<file path="config.mk">
export PLATFORM = sky130hd
export DESIGN_NAME = wave_sequencer
export DESIGN_NICKNAME = d
export VERILOG_FILES = /design/src/rtl/wave_sequencer.sv
export SDC_FILE = /design/constraint.sdc
export NUM_CORES = 1
export LEC_CHECK = 0
export BUFFER_PORTS_ARGS = -buffer_cell sky130_fd_sc_hd__buf_2
export CORE_ASPECT_RATIO = 0.7
export CORE_UTILIZATION = 68
export CTS_BUF_LIST = sky130_fd_sc_hd__clkbuf_8 sky130_fd_sc_hd__clkbuf_16
export DETAILED_ROUTE_END_ITERATION = 7
export PLACE_DENSITY = 0.91
export SETUP_SLACK_MARGIN = 0.05
export SYNTH_ARGS = -nofsm -noshare
export SYNTH_HDL_FRONTEND = slang
export SYNTH_SLANG_ARGS = --single-unit
</file>
<file path="constraint.sdc">
create_clock -name clk -period 12.1 [get_ports clk]
set_input_delay 0.605 -clock clk [delete_from_list [all_inputs] [get_ports clk]]
set_output_delay 0.605 -clock clk [all_outputs]
set_load 0.05 [all_outputs]
</file>
<file path="src/rtl/wave_sequencer.sv">
// wave_sequencer: autonomous playlist controller for the waveform-generator datapath.
// A small program table holds {freq, wave, amp, dwell} entries. On start the sequencer
// steps through entries 0..last_idx, pulsing ld and presenting parIn/mux_sel/Amp_Sel to
// the datapath, holding each entry for max(dwell,1)*PRESCALE cycles.
// Optional feature macro: WAVE_SEQ_LOOP_EN -- when defined the playlist wraps to entry 0
// forever (until stop or reset) and done is never pulsed; when undefined the playlist runs
// once, pulses done and returns to idle holding the last entry's outputs.

module wave_sequencer #(
  parameter int unsigned DEPTH    = 8,
  parameter int unsigned DWELL_W  = 16,
  parameter int unsigned PRESCALE = 50000
) (
  input  logic                       clk,
  input  logic                       reset,
  input  logic                       prog_we,
  input  logic [$clog2(DEPTH)-1:0]   prog_addr,
  input  logic [4:0]                 prog_freq,
  input  logic [2:0]                 prog_wave,
  input  logic [1:0]                 prog_amp,
  input  logic [DWELL_W-1:0]         prog_dwell,
  input  logic [$clog2(DEPTH)-1:0]   last_idx,
  input  logic                       start,
  input  logic                       stop,
  output logic                       ld,
  output logic [4:0]                 parIn,
  output logic [2:0]                 mux_sel,
  output logic [1:0]                 Amp_Sel,
  output logic                       busy,
  output logic                       done,
  output logic [$clog2(DEPTH)-1:0]   cur_idx
);

  localparam int unsigned IW = $clog2(DEPTH);
  // Wide enough for (2^DWELL_W - 1) * PRESCALE - 1 without overflow.
  localparam int unsigned CW = DWELL_W + $clog2(PRESCALE);
  localparam logic [CW-1:0] PrescaleW = CW'(PRESCALE);

  typedef enum logic [1:0] {
    StIdle,
    StLoad,
    StDwell,
    StFinish
  } state_e;

  // Program table (not cleared by reset).
  logic [4:0]         freq_tbl  [DEPTH];
  logic [2:0]         wave_tbl  [DEPTH];
  logic [1:0]         amp_tbl   [DEPTH];
  logic [DWELL_W-1:0] dwell_tbl [DEPTH];

  state_e        state_q, state_d;
  logic [IW-1:0] cur_idx_q, cur_idx_d;
  logic [IW-1:0] last_q, last_d;
  logic [CW-1:0] cnt_q, cnt_d;
  logic [4:0]    par_q;
  logic [2:0]    mux_q;
  logic [1:0]    amp_q;

  logic               enter_load;
  logic [2:0]         wave_rd;
  logic [2:0]         wave_safe;
  logic [DWELL_W-1:0] dwell_rd;
  logic [CW-1:0]      dwell_eff;
  logic [CW-1:0]      cnt_load;

  // Table write port: usable in any state, including mid-sequence.
  always_ff @(posedge clk) begin
    if (prog_we) begin
      freq_tbl[prog_addr]  <= prog_freq;
      wave_tbl[prog_addr]  <= prog_wave;
      amp_tbl[prog_addr]   <= prog_amp;
      dwell_tbl[prog_addr] <= prog_dwell;
    end
  end

  // Entry decode: sanitise waveform of the entry about to load, size the dwell of the
  // entry currently in LOAD.
  always_comb begin
    wave_rd   = wave_tbl[cur_idx_d];
    wave_safe = (wave_rd > 3'd5) ? 3'd0 : wave_rd;
    dwell_rd  = dwell_tbl[cur_idx_q];
    dwell_eff = (dwell_rd == '0) ? CW'(1) : CW'(dwell_rd);
    cnt_load  = (dwell_eff * PrescaleW) - CW'(1);
  end

  // Next-state logic for the playlist FSM, index, latched last index and dwell counter.
  always_comb begin
    state_d    = state_q;
    cur_idx_d  = cur_idx_q;
    last_d     = last_q;
    cnt_d      = cnt_q;
    enter_load = 1'b0;
    unique case (state_q)
      StIdle: begin
        if (start && !stop) begin
          state_d    = StLoad;
          cur_idx_d  = '0;
          last_d     = last_idx;
          enter_load = 1'b1;
        end
      end
      StLoad: begin
        if (stop) begin
          state_d = StIdle;
        end else begin
          cnt_d   = cnt_load;
          state_d = StDwell;
        end
      end
      StDwell: begin
        if (stop) begin
          state_d = StIdle;
        end else if (cnt_q == '0) begin
          if (cur_idx_q != last_q) begin
            cur_idx_d  = cur_idx_q + 1'b1;
            state_d    = StLoad;
            enter_load = 1'b1;
          end else begin
            state_d = StFinish;
          end
        end else begin
          cnt_d = cnt_q - 1'b1;
        end
      end
      StFinish: begin
        if (stop) begin
          state_d = StIdle;
        end else begin
`ifdef WAVE_SEQ_LOOP_EN
          // Wrap: pick up a possibly new last_idx for the next pass.
          last_d     = last_idx;
          cur_idx_d  = '0;
          state_d    = StLoad;
          enter_load = 1'b1;
`else
          state_d = StIdle;
`endif
        end
      end
      default: state_d = StIdle;
    endcase
  end

  // State, index and counter registers with synchronous reset.
  always_ff @(posedge clk) begin
    if (reset) begin
      state_q   <= StIdle;
      cur_idx_q <= '0;
      last_q    <= '0;
      cnt_q     <= '0;
    end else begin
      state_q   <= state_d;
      cur_idx_q <= cur_idx_d;
      last_q    <= last_d;
      cnt_q     <= cnt_d;
    end
  end

  // Datapath controls are captured on the edge into LOAD and held otherwise, so a
  // stopped sequence keeps playing the last entry.
  always_ff @(posedge clk) begin
    if (reset) begin
      par_q <= '0;
      mux_q <= '0;
      amp_q <= '0;
    end else if (enter_load) begin
      par_q <= freq_tbl[cur_idx_d];
      mux_q <= wave_safe;
      amp_q <= amp_tbl[cur_idx_d];
    end
  end

  // Output strobes; a stop in the same cycle suppresses ld/done.
  always_comb begin
    ld      = (state_q == StLoad) && !stop;
`ifdef WAVE_SEQ_LOOP_EN
    done    = 1'b0;
`else
    done    = (state_q == StFinish) && !stop;
`endif
    busy    = (state_q != StIdle);
    parIn   = par_q;
    mux_sel = mux_q;
    Amp_Sel = amp_q;
    cur_idx = cur_idx_q;
  end

endmodule

</file>
==> results by group, run 1 <==
Synthesis
  – Synthesized area: 15140 um^2
  – Most used DFF post-synth: sky130_fd_sc_hd__edfxtp_1
  – Ranking of synthesized cells by area: sky130_fd_sc_hd__edfxtp_1 41%, sky130_fd_sc_hd__ha_1 9.4%, sky130_fd_sc_hd__dfxtp_1 6.6%
  – Synth async-reset ratio: 0%
  – Flip-flop and latch count after synthesis: 258
  – Post-synth net total: 1455
  – Avg Inst Size Synth: 11.94 um^2
  – Area leader, netlist: sky130_fd_sc_hd__edfxtp_1
  – Area share of the leading cell type in the synthesized netlist: 41.27%
  – Post-Synthesis Cells: 1268
  – Number of enable flip-flop cells after synthesis: about 210
  – Number of distinct library cells after synthesis: 83
  – Sequential share of the synthesized area: 47.88%
  – Warnings, synthesis: 0

CTS
  – CTS clk-pin slew, worst paths: 0.06 ns
  – CTS buffer count: 25
  – Htree depth: 1
  – Root buffer cell: sky130_fd_sc_hd__clkbuf_16
  – Hold-fix buffer count after cts: 0
  – Number of setup buffers added after CTS: 0
  – Clock insertion delay at the later pin of the skew report: 0.54 ns
  – TritonCTS Sinks: approximately 260
  – Max Root-Sink Buffers: 3
  – TritonCTS clock tree: yes
  – Count of cells resized by post-cts repair: 0

STA
  – Achievable frequency: 125.8 MHz
  – Transition at the pin with the smallest max-transition slack: approximately 1.2 ns
  – Final number of max-transition violations: 0
  – Minimum period implied by the final worst setup slack: about 8.0 ns
  – Final hold vios: 0
  – Period utilisation layout: 65.71%
  – Number of setup violations in the final report: 0
  – Max transition margin: 22.23%
  – Worst Clk Skew: 0.02617 ns
  – RSZ-0062 raised after global routing: no
  – Accumulated negative setup slack: 0 ns

Global routing
  – Pin count of the biggest net entering global routing: 54
  – Total global routing track utilization: 32.59%
  – Initial antenna violation count: 1
  – First-pass GRT wire length: 57570 um
  – Via count of the first global-routing pass: 10610
  – Total congestion overflow after global routing: 0

Worst setup path
  – Critical path's largest stage delay: around 0.64 ns
  – Critical path buffer and inverter count: 3
  – Worst endpoint required time: 12.50 ns
  – Worst path top cell family by delay: simple AND/OR/NAND/NOR gates
  – Cell with the largest stage delay on the worst path: sky130_fd_sc_hd__dfxtp_2
  – Critical Path Most Common Cell: sky130_fd_sc_hd__ha_1
  – Highest fanout seen on the critical path: 29
  – Class of the most critical setup path: reg -> reg
  – Type of origin of the critical path: flip-flop
  – Crit path launch: cur_idx[2]$_SDFF_PP0_
  – Cells along the critical path: buf_4, mux4_2, nor4_1, nand2_1, o21ai_0, a21boi_0, ha_1, ha_1, fa_1, inv_1, fa_1, inv_1, ha_1, and3_1, and2_1, a2111oi_0, o21ba_2, o22ai_1, or4_1, nor3_2, nand2_1, xnor2_1, o22ai_1
  – Endpoint type of the worst setup path: flip-flop
  – Origin of the critical flop-to-flop path: cur_idx[2]$_SDFF_PP0_
  – Critical path data arrival time: 8.35 ns

Final layout
  – Fraction of layout instances using a drive strength above 1: 15.22%
  – Area Growth Syn to Fin: 8.440%
  – Fill cell count: ~1300
  – Post-layout utilization of the core: between 70% and 80%
  – Final Net Count: about 1500

Detailed routing
  – Vias: 10790
  – DRC errors left: 0
  – First-pass iteration count of the detailed router: 6
  – Total wire length after detailed routing: 36350 um
  – Initial DRC count: around 1400
  – Mean routed wirelength per cell: roughly 23 um
  – Count of antenna-violating nets left after detailed routing: 0
  – Post-detailed-route via-to-cell ratio: 6.702

Run
  – Max cap viols: 0

Floorplan
  – Initial cell density of the core: 69.64%
  – I/O pin count: 53
  – Die Height: 126.8 um
  – DIE WIDTH: about 180 um
  – Site Rows: 45
  – Area of the die: 22870 um^2
  – Core Area: 21730 um^2

Hold path
  – Source of the worst hold timing path: prog_amp[0]
  – Tightest Hold Check Type: in -> reg

Placed design
  – Placer Congestion: 0.9033
  – Port Buffer Count: 52
  – HPWL after detailed placement: roughly 24000 um

Pwr
  – Leakage power figure: 6.470 nW
  – Power per standard cell area: 164.1 nW/um^2
  – VDD IR max: 0.1534 mV

Status
  – Outcome: finished clean
==> Yosys cell counts, types with 10 or more instances <==
cell type                  number
sky130_fd_sc_hd__nor3_1        32
sky130_fd_sc_hd__nor2b_1       11
sky130_fd_sc_hd__o22ai_1       13
sky130_fd_sc_hd__ha_1         114
sky130_fd_sc_hd__mux4_2        27
sky130_fd_sc_hd__fa_1          36
sky130_fd_sc_hd__a211oi_1      22
sky130_fd_sc_hd__nor4_1        10
sky130_fd_sc_hd__mux2i_1       43
sky130_fd_sc_hd__o21ai_0       50
sky130_fd_sc_hd__o211ai_1      15
sky130_fd_sc_hd__nand3_1       20
sky130_fd_sc_hd__xor2_1        21
sky130_fd_sc_hd__nand2b_1      12
sky130_fd_sc_hd__xnor2_1       28
sky130_fd_sc_hd__clkbuf_1      32
sky130_fd_sc_hd__inv_1         95
sky130_fd_sc_hd__dfxtp_1       50
sky130_fd_sc_hd__mux2_2        25
sky130_fd_sc_hd__nor2_1        70
sky130_fd_sc_hd__or3_1         13
sky130_fd_sc_hd__a21o_1        15
sky130_fd_sc_hd__edfxtp_1     208
sky130_fd_sc_hd__nand2_1       79
sky130_fd_sc_hd__a21oi_1       67
==> worst paths after layout <==
check	endpoint	slack, ns	depth (start not counted)
max reg2reg	cnt_q[26]$_SDFFE_PP0P_	4.15	23
min	amp_tbl[5][0]$_DFFE_PP_	0.33	1
max	cnt_q[26]$_SDFFE_PP0P_	4.15	23
min reg2reg	mux_sel[2]$_SDFFE_PP0P_	0.46	2
==> registers in the layout, summed over array words and instances (netlist names) <==
name / flops
freq_tbl: 40
dwell_tbl: 128
cnt_q: 32
Amp_Sel: 2
wave_tbl: 24
last_q: 3
mux_sel: 3
parIn: 5
cur_idx: 3
amp_tbl: 16
state_q: 2
==> per-stage QoR <==
step	total power [W]	cells	instance area [um^2]	hold WS (ns)	worst slack, ns
3_5_place_dp	0.001899	1565	15620	0.4491	4.407
6_report	0.002694	1610	16410	0.3308	4.149
5_1_grt	0.002821	1610	16410	0.3192	3.837
2_1_floorplan	0.001697	1268	15140	0.4463	4.846
4_1_cts	0.002667	1609	16410	0.3141	4.333
3_3_place_gp	0.001866	1565	15620	0.4477	4.735
==> cell families after synthesis <==
group           after synthesis  synth area share [%]
fa+ha+maj                   150                 14.19
compound gates              252                 11.14
flops                       258                 47.88
buf+inv                     149                 4.241
mux                          96                 8.870
xor+xnor                     49                 2.835
simple gates                314                 10.85
==> cell type report <==
| class | instances | area [um^2] | share of cell area [%] |
|---|---|---|---|
| multi-input combinational | 861 | 7274 | 44.32 |
| tap | 282 | 352.8 | 2.150 |
| sequential | 258 | 7249 | 44.17 |
| timing repair buffer | 68 | 380.4 | 2.317 |
| clock buffer | 27 | 653.1 | 3.979 |
| inverter | 96 | 360.3 | 2.195 |
| clock inverter | 17 | 140.1 | 0.8538 |
| antenna | 1 | 2.502 | 0.01525 |
==> cell usage in the layout (no fill, tap or decap), types with 21 or more instances in the layout <==
cell type,instances
sky130_fd_sc_hd__mux2_2,25
sky130_fd_sc_hd__a211oi_1,22
sky130_fd_sc_hd__fa_1,36
sky130_fd_sc_hd__clkbuf_16,25
sky130_fd_sc_hd__xnor2_1,28
sky130_fd_sc_hd__nand2_1,79
sky130_fd_sc_hd__nor2_1,63
sky130_fd_sc_hd__buf_2,52
sky130_fd_sc_hd__edfxtp_1,208
sky130_fd_sc_hd__mux4_2,27
sky130_fd_sc_hd__nor3_1,30
sky130_fd_sc_hd__o21ai_0,50
sky130_fd_sc_hd__dfxtp_1,48
sky130_fd_sc_hd__a21oi_1,67
sky130_fd_sc_hd__mux2i_1,43
sky130_fd_sc_hd__xor2_1,21
sky130_fd_sc_hd__ha_1,114
sky130_fd_sc_hd__inv_1,102
==> layer usage <==
metal  up-vias  track usage, %  routed length (um)
met5         -               0                   0
met4         0           8.999                 713
met3        71           5.283                3821
met2       727           52.71               17060
met1      5198           46.16               14750
li1       4794               -                   -
==> worst reg2reg max path: cells and delay by family, from the launching register on <==
family	cells	cell delay [ns]
and+or+nand+nor	7	2.10
adders and majority gates	5	2.07
AOI/OAI and AO/OA	6	1.77
DFF	1	0.64
buffers and inverters	3	0.59
muxes	1	0.43
xor gates and xnor gates	1	0.20
==> where the power goes <==
group	internal, W	switching [W]	total (W)
Clock	0.000432	0.000333	0.000765
Combinational	0.000344	0.000576	0.000919
Sequential	0.000993	0.0000172	0.00101
No activity file was read; power rests on OpenSTA's default activity.
==> run 2: changes to the inputs <==
CORE_UTILIZATION = 63   (was 68)
PLACE_DENSITY = 0.86   (was 0.91)
clock period = 8 ns   (was 12.1 ns; I/O delays follow)
==> run 2 against run 1 <==
Core utilization is 5.8 points lower. Final area rose by 0.16%. Critical path depth fell by 1. Routed wire length down 4.9%. Via count is 3.6% lower. Sequential power up 51%. Critical endpoint is now cnt_q[31]$_SDFFE_PP0P_.
==> results by group, run 2 (same netlist as run 1, synthesis figures left out) <==
Worst setup path
  – Depth of the worst register-to-register path: 22
  – Crit path launch: cur_idx[0]$_SDFF_PP0_
  – Worst endpoint required time: 8.39 ns
  – End of the worst register-to-register path: cnt_q[31]$_SDFFE_PP0P_
  – Type of origin of the critical path: flip-flop
  – Origin of the critical flop-to-flop path: cur_idx[0]$_SDFF_PP0_
  – Critical path data arrival time: 7.79 ns
  – Highest fanout seen on the critical path: 19
  – Capture point of the critical path: cnt_q[31]$_SDFFE_PP0P_
  – Endpoint type of the worst setup path: flip-flop
  – Class of the most critical setup path: reg -> reg
  – Reg2Reg Setup Slack: 0.60 ns

CTS
  – TritonCTS Sinks: 258
  – Htree depth: 1
  – CTS clk-pin slew, worst paths: 0.07 ns
  – Number of setup buffers added after CTS: 0
  – Root buffer cell: sky130_fd_sc_hd__clkbuf_16
  – CTS buffer count: 24
  – TritonCTS clock tree: yes
  – Max Root-Sink Buffers: 3
  – Clock insertion delay at the later pin of the skew report: between 0.5 and 0.6 ns

Pwr
  – Proportion of total power due to net switching: 34.68%
  – VDD IR max: 0.2270 mV
  – Leakage power figure: 6.445 nW
  – Combinational cell fraction of total power: 34.2%
  – Clock share of power: 27.6%
  – Net Switching: 0.001382 W
  – Internal power: 0.002604 W
  – Power per standard cell area: 242.5 nW/um^2
  – Power share of the sequential group: 38.3%

Placed design
  – HPWL after detailed placement: around 24000 um
  – Port Buffer Count: 52
  – Pre-CTS WS: 0.4339 ns
  – Placer Congestion: 0.9095

Final layout
  – Final Net Count: 1500
  – Area Growth Syn to Fin: 8.614%
  – Number of diodes: 0
  – Most frequent cells in the layout: 208 x sky130_fd_sc_hd__edfxtp_1, 114 x sky130_fd_sc_hd__ha_1, 100 x sky130_fd_sc_hd__inv_1
  – Post-layout utilization of the core: 69.71%
  – Largest reg by FF count: dwell_tbl
  – Largest register FFs: 128
  – Largest registers: dwell_tbl (128), freq_tbl (40), cnt_q (32)
  – Fill cell count: 1575
  – Fraction of layout instances using a drive strength above 1: approximately 16%
  – Most common cell after layout, fill and taps aside: sky130_fd_sc_hd__edfxtp_1

Run
  – Max cap viols: 0

STA
  – Number of setup violations in the final report: 0
  – Accumulated negative setup slack: 0 ns
  – Achievable frequency: 135.1 MHz
  – Max transition margin: 21.77%
  – Worst Clk Skew: 0.02428 ns
  – Final number of max-transition violations: 0
  – RSZ-0062 raised after global routing: no
  – Transition at the pin with the smallest max-transition slack: 1.171 ns
  – Minimum period implied by the final worst setup slack: 7.405 ns
  – Final hold vios: 0
  – Period utilisation layout: 92.56%
  – Post-layout worst setup margin: between 0.5 and 0.6 ns

Detailed routing
  – Total wire length after detailed routing: 34550 um
  – Mean routed wirelength per cell: 20.95 um
  – Post-detailed-route via-to-cell ratio: roughly 6.3
  – Vias: ~10000
  – DRC errors left: 0
  – Initial DRC count: 1089
  – First-pass iteration count of the detailed router: 5
  – Count of antenna-violating nets left after detailed routing: 0

Floorplan
  – Initial cell density of the core: 64.19%
  – Site Rows: 47
  – I/O pin count: 53
  – Core Area: 23580 um^2
  – Area of the die: ~25000 um^2
  – DIE WIDTH: 187.3 um
  – Die Height: 131.7 um

Global routing
  – Via count of the first global-routing pass: 10070
  – First-pass GRT wire length: 55010 um
  – Initial antenna violation count: 0
  – Total global routing track utilization: 28.55%
  – Total congestion overflow after global routing: 0
  – Pin count of the biggest net entering global routing: 54

Hold path
  – Source of the worst hold timing path: last_idx[2]
  – Tightest Hold Check Type: in -> reg

Status
  – Outcome: finished clean
-- run 2: changes by cell type in the layout (fill, tap and decap cells not counted), sizes merged --
cell	before	now
inv	104	101
clkinv	7	10
clkbuf	27	24
buf	68	72
diode	1	0
clkinvlp	0	4
bufinv	2	1
-- run 2: metrics by stage --
step,power [W],cells,area [um^2],hold slack [ns]
after floorplan,0.002567,1268,15140,0.4463
after global placement,0.002835,1605,15690,0.4460
after detailed placement,0.002873,1605,15690,0.4431
after CTS,0.003961,1649,16430,0.09519
after global routing,0.004192,1649,16440,0.1361
final,0.003986,1649,16440,0.1003
-- run 2: worst min path at each step --
stage                                    to  slack (ns)  cells past startpoint
floorplan            cnt_q[20]$_SDFFE_PP0P_        0.45                      2
global placement    mux_sel[2]$_SDFFE_PP0P_        0.45                      2
detailed placement  mux_sel[2]$_SDFFE_PP0P_        0.44                      2
CTS                  last_q[2]$_SDFFE_PP0P_         0.1                      3
global route         last_q[2]$_SDFFE_PP0P_        0.14                      3
finish               last_q[2]$_SDFFE_PP0P_        0.10                      3
-- run 2: area by class of cell --
type | count | area (um^2) | area share (%)
Tap cell | 318 | 397.9 | 2.420
Clock inverter | 20 | 138.9 | 0.8448
Timing Repair Buffer | 72 | 410.4 | 2.496
Sequential cell | 258 | 7256 | 44.14
Clock buffer | 24 | 600.6 | 3.653
Multi-Input combinational cell | 861 | 7276 | 44.26
Inverter | 96 | 360.3 | 2.192
-- run 2: worst max-delay path, stage by stage (launching register included) --
cell and delay (ns):
sky130_fd_sc_hd__dfxtp_4 0.59, sky130_fd_sc_hd__mux4_2 0.60, sky130_fd_sc_hd__nor4_1 0.51, sky130_fd_sc_hd__nand2_1 0.13
sky130_fd_sc_hd__o21ai_0 0.29, sky130_fd_sc_hd__a21boi_0 0.26, sky130_fd_sc_hd__ha_1 0.40, sky130_fd_sc_hd__ha_1 0.30
sky130_fd_sc_hd__inv_1 0.05, sky130_fd_sc_hd__fa_1 0.50, sky130_fd_sc_hd__fa_1 0.55, sky130_fd_sc_hd__inv_1 0.04
sky130_fd_sc_hd__ha_1 0.36, sky130_fd_sc_hd__a21oi_1 0.09, sky130_fd_sc_hd__o21ai_0 0.45, sky130_fd_sc_hd__a21oi_1 0.11
sky130_fd_sc_hd__xnor2_1 0.19, sky130_fd_sc_hd__or4b_1 0.59, sky130_fd_sc_hd__or3_1 0.45, sky130_fd_sc_hd__nor4_4 0.35
sky130_fd_sc_hd__nand4_1 0.17, sky130_fd_sc_hd__xnor2_1 0.16, sky130_fd_sc_hd__o32ai_1 0.10
-- run 2: repair_timing --
item                       CTS  global route
resized for setup            0             4
setup endpoints to repair    0             8
hold buffers                 0             0
-- run 2: power by group through the flow --
| stage | clock network (W) | logic, W | registers, W |
|---|---|---|---|
| after global placement | 0 | 0.00128 | 0.00155 |
| after global routing | 0.00115 | 0.00151 | 0.00153 |
| after detailed placement | 0 | 0.00132 | 0.00155 |
| after CTS | 0.00110 | 0.00133 | 0.00153 |
| final | 0.00110 | 0.00136 | 0.00153 |
| after floorplan | 0 | 0.00101 | 0.00156 |
-- run 2: layer usage --
layer  wire length [um]  GRT usage, %
met5                  0             0
met1              15330         43.04
met3               2997         4.407
met2              15550         43.93
met4                665         6.148
==> run 3: changes to the inputs <==
CAP_MARGIN = 0   (was not set)
CORE_UTILIZATION = 45   (was 63)
PLACE_DENSITY = 0.66   (was 0.86)
clock period = 7.6 ns   (was 8 ns; I/O delays follow)
==> run 3 against run 2 <==
Combinational power increased by 6%. First-iteration DRC count shrank 27%. Die area rose by 39%. Cell count is 6.9% higher. Via count down 4.1%. Critical path depth did not move. Global-route usage shrank 8.5 points. Register-to-register slack worse by 0.17 ns. Non-clock buffer count up 3. Final area up 1.6%. Critical path type unchanged. Largest power group unchanged. Highest routed layer unchanged.
==> results by group, run 3 (same netlist as run 1, synthesis figures left out) <==
Status
  – Outcome: finished clean

STA
  – Worst Clk Skew: around 0.016 ns
  – Period utilisation layout: 94.36%
  – Final number of max-transition violations: 0
  – Transition at the pin with the smallest max-transition slack: 1.146 ns
  – Max transition margin: 23.45%
  – Achievable frequency: 139.4 MHz
  – Minimum period implied by the final worst setup slack: ~7.2 ns
  – RSZ-0062 raised after global routing: yes
  – Accumulated negative setup slack: 0 ns
  – Final hold vios: 0
  – Worst hold slack after final layout: 0.08910 ns
  – Number of setup violations in the final report: 0

Final layout
  – Fraction of layout instances using a drive strength above 1: 16.24%
  – Fin area: 16700 um^2
  – Largest registers: dwell_tbl (128), freq_tbl (40), cnt_q (32)
  – Fill cell count: 2819
  – Area Growth Syn to Fin: 10.32%
  – Most frequent cells in the layout: 208 x sky130_fd_sc_hd__edfxtp_1, 114 x sky130_fd_sc_hd__ha_1, 100 x sky130_fd_sc_hd__inv_1
  – Largest reg by FF count: dwell_tbl
  – Most common cell after layout, fill and taps aside: sky130_fd_sc_hd__edfxtp_1
  – Post-Layout Cell Count: 1763
  – Largest register FFs: 128
  – Number of diodes: 0
  – Final Net Count: 1504

Pwr
  – Power share of the sequential group: 37.3%
  – Net Switching: 0.001458 W
  – Post-route total power: 0.004299 W
  – Power per standard cell area: 257.5 nW/um^2
  – Leakage power figure: ~6.5 nW
  – Clock share of power: 29.1%
  – Combinational cell fraction of total power: around 34%
  – Internal power: 0.002841 W
  – VDD IR max: 0.1721 mV
  – Proportion of total power due to net switching: between 30% and 40%

Global routing
  – Total congestion overflow after global routing: 0
  – Total global routing track utilization: 20.06%
  – Via count of the first global-routing pass: 9646
  – Initial antenna violation count: 0
  – First-pass GRT wire length: 54160 um
  – Pin count of the biggest net entering global routing: 54

Floorplan
  – DIE WIDTH: 221.2 um
  – Core Area: 32690 um^2
  – Site Rows: 55
  – Area of the die: 34380 um^2
  – Initial cell density of the core: a little under half
  – Die Height: around 160 um
  – I/O pin count: 53

Worst setup path
  – Critical path's largest stage delay: around 0.62 ns
  – Cells along the critical path: buf_4, mux4_2, mux2_2, ha_1, ha_1, xor2_1, ha_1, fa_1, inv_1, fa_1, inv_1, ha_1, and3_1, and2_1, a2111oi_0, o21ba_2, o22ai_1, or4_1, nor3_2, nand3_1, xnor2_1, o22ai_1
  – Endpoint type of the worst setup path: flip-flop
  – Critical Path Most Common Cell: sky130_fd_sc_hd__ha_1
  – Critical path data arrival time: 7.58 ns
  – Type of origin of the critical path: flip-flop
  – Class of the most critical setup path: reg -> reg
  – Cell with the largest stage delay on the worst path: sky130_fd_sc_hd__or4_1
  – Worst endpoint required time: 8.01 ns
  – Highest fanout seen on the critical path: 19

Detailed routing
  – Total wire length after detailed routing: 33780 um
  – Mean routed wirelength per cell: approximately 19 um
  – Initial DRC count: around 800
  – Post-detailed-route via-to-cell ratio: ~5.7
  – Vias: 9969
  – First-pass iteration count of the detailed router: 7
  – DRC errors left: 0
  – Count of antenna-violating nets left after detailed routing: 0

Run
  – Max cap viols: 0

CTS
  – Max Root-Sink Buffers: 3
  – Htree depth: 1
  – Root buffer cell: sky130_fd_sc_hd__clkbuf_16
  – CTS clk-pin slew, worst paths: 0.06 ns
  – CTS buffer count: 25
  – TritonCTS Sinks: 258
  – TritonCTS clock tree: yes
  – Clock insertion delay at the later pin of the skew report: 0.55 ns

Placed design
  – Placer Congestion: 0.8613
  – Instance count after placement with tap cells included: 1717
  – HPWL after detailed placement: between 20000 and 25000 um
  – Placed standard-cell area: between 15000 and 20000 um^2
  – Port Buffer Count: 52

Hold path
  – Tightest Hold Check Type: in -> reg
[run 3: cell count changes in the layout (fill, tap and decap cells not counted), moves of 2 or more]
cell and change:
sky130_fd_sc_hd__buf_4 +2, sky130_fd_sc_hd__o21ai_1 +3, sky130_fd_sc_hd__o21ai_0 -3, sky130_fd_sc_hd__bufinv_16 +2
[run 3: repair_timing]
action                     CTS  global route
gates resized for setup      0             9
setup buffers                0             0
setup endpoints to repair    0            10
hold buffers                 0             0
[run 3: critical path, delay by kind of cell, from the launching register on]
family	cells	cell delay, ns
AOI/OAI and AO/OA	4	1.01
xor gates and xnor gates	2	0.36
adders and majority gates	6	2.44
buffers and inverters	3	0.35
DFF	1	0.52
muxes	2	0.89
and+or+nand+nor	5	1.46
[run 3: final timing paths]
check	start	end	slack (ns)	cells past startpoint
max	cur_idx[0]$_SDFF_PP0_	cnt_q[30]$_SDFFE_PP0P_	0.43	22
min	last_idx[0]	last_q[0]$_SDFFE_PP0P_	0.09	3
max reg2reg	cur_idx[0]$_SDFF_PP0_	cnt_q[30]$_SDFFE_PP0P_	0.43	22
min reg2reg	mux_sel[2]$_SDFFE_PP0P_	mux_sel[2]$_SDFFE_PP0P_	0.45	2
[run 3: final cells by class]
class,instances,area [um^2],area share (%)
Multi-Input combinational cell,861,7289,43.66
Sequential cell,258,7252,43.43
Clock buffer,25,625.6,3.747
Tap cell,427,534.3,3.200
Timing Repair Buffer,75,436.7,2.615
Inverter,96,360.3,2.158
Clock inverter,21,198.9,1.191
[run 3: per-stage QoR]
step                util [%]  setup slack [ns]
floorplan                  -            0.3464
CTS                    51.02            0.1955
global placement       48.49            0.3592
finish                 51.08            0.4285
detailed placement     48.49            0.2252
global route           51.08          0.009184
[run 3: power groups by stage]
| stage | logic [W] | registers [W] | clock network (W) |
|---|---|---|---|
| 6_report | 0.00144 | 0.00161 | 0.00125 |
| 5_1_grt | 0.00161 | 0.00161 | 0.00133 |
| 4_1_cts | 0.00142 | 0.00161 | 0.00128 |
| 3_5_place_dp | 0.00140 | 0.00164 | 0 |
| 3_3_place_gp | 0.00139 | 0.00163 | 0 |
| 2_1_floorplan | 0.00106 | 0.00164 | 0 |
[run 3: per-layer routing]
metal | track usage (%) | vias up | part of all wire (%)
li1 | - | 4815 | -
met1 | 30.72 | 4873 | 51
met2 | 29.56 | 253 | 42
met3 | 4.023 | 28 | 6.3
met4 | 3.263 | 0 | 1.1
met5 | 0 | - | 0
